**src/rtl/vga_timing_pkg.sv**
```systemverilog
// ============================================================================
//  Module      : vga_timing_pkg
//  Description : Shared video bus constants, bus struct and timing helpers.
//  Revision    : 1.0  initial release
// ============================================================================
`default_nettype none

package vga_timing_pkg;

    // Field widths shared by every stage on the video bus
    localparam int VGA_CNT_W   = 11;
    localparam int VGA_RGB_W   = 12;
    localparam int VGA_FRAME_W = 16;

    // SVGA 800x600 @ 60 Hz, 40 MHz pixel clock
    localparam int VGA_H_VISIBLE = 800;
    localparam int VGA_H_FP      = 40;
    localparam int VGA_H_SYNC    = 128;
    localparam int VGA_H_BP      = 88;
    localparam int VGA_V_VISIBLE = 600;
    localparam int VGA_V_FP      = 1;
    localparam int VGA_V_SYNC    = 4;
    localparam int VGA_V_BP      = 23;

    typedef struct packed {
        logic [VGA_CNT_W-1:0] vcount;
        logic                 vsync;
        logic                 vblnk;
        logic [VGA_CNT_W-1:0] hcount;
        logic                 hsync;
        logic                 hblnk;
        logic [VGA_RGB_W-1:0] rgb;
    } vga_bus_t;

    function automatic int vga_total(input int visible, input int fp,
                                     input int sync, input int bp);
        return visible + fp + sync + bp;
    endfunction

endpackage

`default_nettype wire

```
**src/rtl/vga_timing.sv**
```systemverilog
// ============================================================================
//  Module      : vga_timing
//  Description : VGA h/v counters with registered, aligned sync/blank flags.
//  Revision    : 1.0  initial release
// ============================================================================
`default_nettype none

module vga_timing
    import vga_timing_pkg::*;
#(
    parameter int H_VISIBLE = VGA_H_VISIBLE,
    parameter int H_FP      = VGA_H_FP,
    parameter int H_SYNC    = VGA_H_SYNC,
    parameter int H_BP      = VGA_H_BP,
    parameter int V_VISIBLE = VGA_V_VISIBLE,
    parameter int V_FP      = VGA_V_FP,
    parameter int V_SYNC    = VGA_V_SYNC,
    parameter int V_BP      = VGA_V_BP
) (
    input  logic                   pclk,
    input  logic                   rst,
    input  logic                   en,
    output logic [VGA_CNT_W-1:0]   vcount,
    output logic [VGA_CNT_W-1:0]   hcount,
    output logic                   vsync,
    output logic                   vblnk,
    output logic                   hsync,
    output logic                   hblnk,
    output logic                   frame_tick,
    output logic [VGA_FRAME_W-1:0] frame_cnt
);

    localparam logic [VGA_CNT_W-1:0] c_H_LAST =
        VGA_CNT_W'(vga_total(H_VISIBLE, H_FP, H_SYNC, H_BP) - 1);
    localparam logic [VGA_CNT_W-1:0] c_V_LAST =
        VGA_CNT_W'(vga_total(V_VISIBLE, V_FP, V_SYNC, V_BP) - 1);
    localparam logic [VGA_CNT_W-1:0] c_H_BLNK_START = VGA_CNT_W'(H_VISIBLE);
    localparam logic [VGA_CNT_W-1:0] c_H_SYNC_START = VGA_CNT_W'(H_VISIBLE + H_FP);
    localparam logic [VGA_CNT_W-1:0] c_H_SYNC_END   = VGA_CNT_W'(H_VISIBLE + H_FP + H_SYNC);
    localparam logic [VGA_CNT_W-1:0] c_V_BLNK_START = VGA_CNT_W'(V_VISIBLE);
    localparam logic [VGA_CNT_W-1:0] c_V_SYNC_START = VGA_CNT_W'(V_VISIBLE + V_FP);
    localparam logic [VGA_CNT_W-1:0] c_V_SYNC_END   = VGA_CNT_W'(V_VISIBLE + V_FP + V_SYNC);

    logic [VGA_CNT_W-1:0]   r_hcount;
    logic [VGA_CNT_W-1:0]   r_vcount;
    logic                   r_hsync;
    logic                   r_hblnk;
    logic                   r_vsync;
    logic                   r_vblnk;
    logic                   r_frame_tick;
    logic [VGA_FRAME_W-1:0] r_frame_cnt;

    logic                   w_h_wrap;
    logic                   w_v_wrap;
    logic [VGA_CNT_W-1:0]   w_h_next;
    logic [VGA_CNT_W-1:0]   w_v_next;

    // Flags are decoded from the next counter values so that, once
    // registered, they describe the same pixel the counters present.
    always_comb begin
        w_h_wrap = (r_hcount == c_H_LAST);
        w_v_wrap = w_h_wrap && (r_vcount == c_V_LAST);
        w_h_next = w_h_wrap ? '0 : r_hcount + 1'b1;
        if (w_h_wrap) begin
            w_v_next = (r_vcount == c_V_LAST) ? '0 : r_vcount + 1'b1;
        end else begin
            w_v_next = r_vcount;
        end
    end

    always_ff @(posedge pclk) begin
        if (rst) begin
            r_hcount     <= '0;
            r_vcount     <= '0;
            r_hsync      <= 1'b0;
            r_hblnk      <= 1'b0;
            r_vsync      <= 1'b0;
            r_vblnk      <= 1'b0;
            r_frame_tick <= 1'b0;
            r_frame_cnt  <= '0;
        end else if (en) begin
            r_hcount     <= w_h_next;
            r_vcount     <= w_v_next;
            r_hblnk      <= (w_h_next >= c_H_BLNK_START);
            r_hsync      <= (w_h_next >= c_H_SYNC_START) && (w_h_next < c_H_SYNC_END);
            r_vblnk      <= (w_v_next >= c_V_BLNK_START);
            r_vsync      <= (w_v_next >= c_V_SYNC_START) && (w_v_next < c_V_SYNC_END);
            r_frame_tick <= w_v_wrap;
            if (w_v_wrap) begin
                r_frame_cnt <= r_frame_cnt + 1'b1;
            end
        end else begin
            r_frame_tick <= 1'b0;
        end
    end

    assign hcount     = r_hcount;
    assign vcount     = r_vcount;
    assign hsync      = r_hsync;
    assign hblnk      = r_hblnk;
    assign vsync      = r_vsync;
    assign vblnk      = r_vblnk;
    assign frame_tick = r_frame_tick;
    assign frame_cnt  = r_frame_cnt;

endmodule

`default_nettype wire

```
**config.mk**
```make
export PLATFORM = sky130hd
export DESIGN_NAME = vga_timing
export DESIGN_NICKNAME = d
export VERILOG_FILES = /design/src/rtl/vga_timing_pkg.sv /design/src/rtl/vga_timing.sv
export SDC_FILE = /design/constraint.sdc
export NUM_CORES = 1
export LEC_CHECK = 0
export ABC_AREA = 0
export BUFFER_PORTS_ARGS = -buffer_cell sky130_fd_sc_hd__buf_4
export CELL_PAD_IN_SITES_DETAIL_PLACEMENT = 1
export CELL_PAD_IN_SITES_GLOBAL_PLACEMENT = 1
export CORE_MARGIN = 2
export CORE_UTILIZATION = 44
export DETAILED_ROUTE_END_ITERATION = 10
export PLACE_DENSITY_LB_ADDON = 0.1
export SLEW_MARGIN = 20
export SYNTH_ARGS = -nofsm -noshare
export SYNTH_HDL_FRONTEND = slang
export SYNTH_SLANG_ARGS = --single-unit
```
**constraint.sdc**
```tcl
create_clock -name pclk -period 4.1 [get_ports pclk]
set_input_delay 1.025 -clock pclk [delete_from_list [all_inputs] [get_ports pclk]]
set_output_delay 1.025 -clock pclk [all_outputs]
set_load 0.1 [all_outputs]
```
### Word level (Yosys, flattened, before mapping)

Index checks and enable logic that the tools add are counted.

| operators by class | value |
|---|---|
| $add $sub $neg | 3 |
| magnitude comparators | 6 |
| eq/ne operators | 2 |
| multiplexer cells | 3 |
| bitwise gates (word level) | 1 |
| reductions and logical operators | 5 |

Operators with widths:

| kind | count |
|---|---|
| 11-bit by 10-bit greater-or-equal comparator with 1-bit output (second input constant) | 4 |
| 11-bit 2-to-1 mux | 3 |
| 11-bit by 1-bit adder with 11-bit output (second input constant) | 2 |
| 11-bit by 10-bit < comparator with 1-bit output (second input constant) | 2 |
| 16-bit by 1-bit adder with 16-bit output (second input constant) | 1 |
| 11-bit by 10-bit == test with 1-bit output (second input constant) | 1 |
| 11-bit == test (second input constant) | 1 |
| 1-bit logical AND | 3 |
| 2-bit AND reduction | 1 |
| 2-bit OR reduction | 1 |
| 1-bit NOT | 1 |

| word-level totals | value |
|---|---|
| register bits after elaboration | 43 |
| bits of input ports | 3 |
| output and inout bits | 43 |
| logic and storage cells | 28 |

### Logic depth before layout (Yosys ltp)

| logic depth | value |
|---|---|
| depth after elaboration | 5 |
| gate-level depth with buffers | 9 |
| depth with buffers taken out | 7 |

### Worst setup path after synthesis

Ideal clock, no wire load.

| timing | value |
|---|---|
| kind | flip-flop to flip-flop |
| start | reg r_hcount[0], in the netlist hcount[0] |
| end | reg r_vblnk, in the netlist vblnk |
| setup time | 0.081 ns |
| arrival time | 2.707 ns |
| required time | 4.019 ns |
| slack | 1.313 ns |
| cell stages (with the launch flop) | 10 |
| path buffers | 2 |
| clock period less this slack | 2.787 ns |
| path through | dfxtp_1 ha_1 and4_1 buf_6 nand4_2 buf_4 nor3_2 xnor2_1 nand4_1 a41oi_1 |

| on the way | value |
|---|---|
| cells in the longest elaborated chain, start to end | 3 |

Ends and longest elaborated chain:

| element | line | text |
|---|---|---|
| from (decl) | vga_timing.sv:44 | `logic [VGA_CNT_W-1:0] r_hcount;` |
| from (signal assigned) | vga_timing.sv:82 | `r_hcount <= w_h_next;` |
| 11-bit == test | vga_timing.sv:61 | `w_h_wrap = (r_hcount == c_H_LAST);` |
| 11-bit 2-to-1 mux | vga_timing.sv:64 | `if (w_h_wrap) begin` |
| 11-bit by 10-bit greater-or-equal comparator with 1-bit output | vga_timing.sv:86 | `r_vblnk <= (w_v_next >= c_V_BLNK_START);` |
| to (signal assigned) | vga_timing.sv:86 |  |
| to (decl) | vga_timing.sv:49 | `logic r_vblnk;` |

Every way passes these cells.
A chain may end at the register's enable or synchronous reset.

### Worst setup path after layout

Ends and elaborated chain as after synthesis.

==> qor.yml <==
grt_pass1_vias: 2259
cts_sinks: 43
max_freq_mhz: 380
htree_levels: 2
die_x_um: 79.4
grt_pass1_wl_um: 11200
overflow: 0
crit_arrival_ps: 2840
worst_slew_pin_slew_ps: 491
clock_latency_ps: 290
hold_buffers: 0
dr_total_vias: 2359
clock_path_buffers: 2
synth_fa_ha_area_share_pct: 1.50
setup_violations: 0
layout.nets: 345
drc_errors: 0
cts_buffers: 5
syn-cell-area_um2: 2500
syn-instance-count: 314
hold_class: "flop to flop"
tns_ps: 0
track_usage_pct: 22.0
cts_resized: 0
cp.required_ps: 4310
syn_avg_cell_area_um2: 7.96
rsz0062_at_grt: "false"
synth_edf_count: 0
io_buffers: 45
die_area_um2: 6300
whs_path_depth: 2
cts_tree: "done"
setup.worst_path.class: "flop to flop"
area_growth_syn_to_layout_pct: 15.1
comb_power_share_pct: 7.1
stdcell_area_um2: 2880
grt_max_degree: 45
status: "finished clean"
viasPerCell: 5.73
p_leak_nw: 1.07
max_cap_viol_count: 0
synth_compound_area_share_pct: 13.6
startpoint_type: "flop"
async_flop_share_pct: 0
report.final.slew_viol_count: 0
layout-drive-gt1-share_pct: 17.6
synthMuxAreaShare_pct: 1.60
power.share.sequential_pct: 57.2
io-pin-count: 46
endpoint_kind: "flop"
finalCritPeriodShare_pct: 64.2
synth_top_family_by_area: "simple AND/OR/NAND/NOR gates"
synth-main-ff-cell: "dfxtp_1"
skew_ps: 6.00
dr.pass1.iters: 5
ant_nets: 0
rows: 27
relSlewSlack_pct: 67.3
wl_per_cell_um: 15.8
n_antenna_cell: 0
synth_warnings: 0
synth_top_cell_by_area: "dfxtp_1"
final_cell_mix: "45 x buf_4, 43 x dfxtp_1, 38 x nor2_1"
fillers: 677
fp.dieH_um: 79.4
ys_ff_latch: 43
syn_nets: 320
antenna_found_initial: 0
seq_area_frac_synth_pct: 34.5
dp_slack_ps: 1370
rr_startpoint: "hcount[0]$_SDFFE_PP0P_"
cp-startpoint: "hcount[0]$_SDFFE_PP0P_"
layout_min_cycle_time_ps: 2630
cts_setup_buffers: 0
clk_pin_slew_worst_paths_ps: 80
dp_hpwl_um: 4630
hold_viol_final: 0
power_density_nw_per_um2: 258
worstPathMaxFanout: 11
yosysUniqueCellTypes: 51
wl_um: 6520
yosys.area_share.xor_xnor_pct: 9.81
synth_simple_gate_area_share_pct: 32.9
pwr-share-clk_pct: 35.7
gp_congestion: 0.888
p_sw_mw: 0.191
r2r_cells: 7
hp-start: "vsync$_SDFFE_PP0P_"
p_int_mw: 0.551
final_common_cell: "buf_4"
core_um2: 5510
initial_core_util_pct: 45.4
cts_root_buf: "clkbuf_8"
drtIter0Drc: 129
synth_area_leaders: "dfxtp_1 34%, nor2_1 5.7%, xor2_1 5.6%"
vdd_ir_drop_max_uv: 141
setup_ws_ps: 1470
dpl_cell_area_um2: 2790
switching_share_pct: 25.7
synth_top_area_share_pct: 34.5
[kinds of logic after synthesis]
| kind of cell | Yosys count |
|---|---|
| flip-flops | 43 |
| XOR/XNOR | 28 |
| adder cells (fa/ha/maj) | 3 |
| AND/OR/NAND/NOR | 150 |
| buffers and inverters | 31 |
| AO/OA/AOI/OAI | 55 |
| multiplexers | 4 |
[worst max-delay path, cell delays in order, from the launching register on]
cell     delay, ps
dfxtp_1        390
ha_1           260
and4_1         420
nand4_2        370
or4_1          600
a21oi_1        210
o21ai_1        100
a41oi_1        200
[power by group through the flow]
stage	Clock (mW)	Sequential (mW)	Combinational, mW
2_1_floorplan	0	0.459	0.0169
3_3_place_gp	0	0.434	0.0530
3_5_place_dp	0	0.434	0.0534
4_1_cts	0.280	0.425	0.0534
5_1_grt	0.300	0.425	0.0558
6_report	0.265	0.424	0.0528
[through the flow]
step / power [mW] / cells / hold slack [ps] / utilization (%)
2_1_floorplan: 0.476 / 314 / 869 / -
5_1_grt: 0.781 / 412 / 500 / 52.2
3_5_place_dp: 0.488 / 404 / 459 / 50.7
3_3_place_gp: 0.487 / 404 / 440 / 50.7
4_1_cts: 0.758 / 412 / 470 / 52.2
6_report: 0.742 / 412 / 466 / 52.2
[synthesized netlist by cell type, drive strengths merged, types with 5 or more instances]
master	count
a21oi	20
o21ai	13
nor2	38
nand2	25
and4	7
or3	5
buf	16
nand4	13
nand3	20
xnor2	12
and2	6
nor3	14
xor2	16
and3	9
dfxtp	43
clkbuf	11
[path summary, 6_finish.rpt]
check | end | slack (ps)
worst max-delay path | vblnk$_SDFFE_PP0P_ | 1470
worst min-delay path | vsync$_SDFFE_PP0P_ | 470
worst max register to register | vblnk$_SDFFE_PP0P_ | 1470
worst min register to register | vsync$_SDFFE_PP0P_ | 470
[cell type report]
| class | instances | area (µm²) | area share (%) |
|---|---|---|---|
| multi-input cells | 240 | 1490 | 51.7 |
| flip-flops and latches | 43 | 861 | 29.9 |
| repair buffers | 45 | 338 | 11.7 |
| well taps | 72 | 90.1 | 3.13 |
| clock buffers | 6 | 72.6 | 2.52 |
| inverters | 4 | 15.0 | 0.522 |
| clock inverters | 2 | 12.5 | 0.435 |
[flip-flops by register name, summed over array words and instances, names as in the netlist]
signal      count
frame_cnt      16
hcount         11
vcount         11
frame_tick      1
hblnk           1
hsync           1
vblnk           1
vsync           1
[per-layer routing]
metal  vias up  GRT usage, %  share of wire [%]
met5         -             0                  0
met2        52          36.0                 48
met4         0          4.83               0.49
met1      1138          30.1                 47
li1       1167             -                  -
met3         2          4.09                4.4
(Power assumes the default switching activity.)
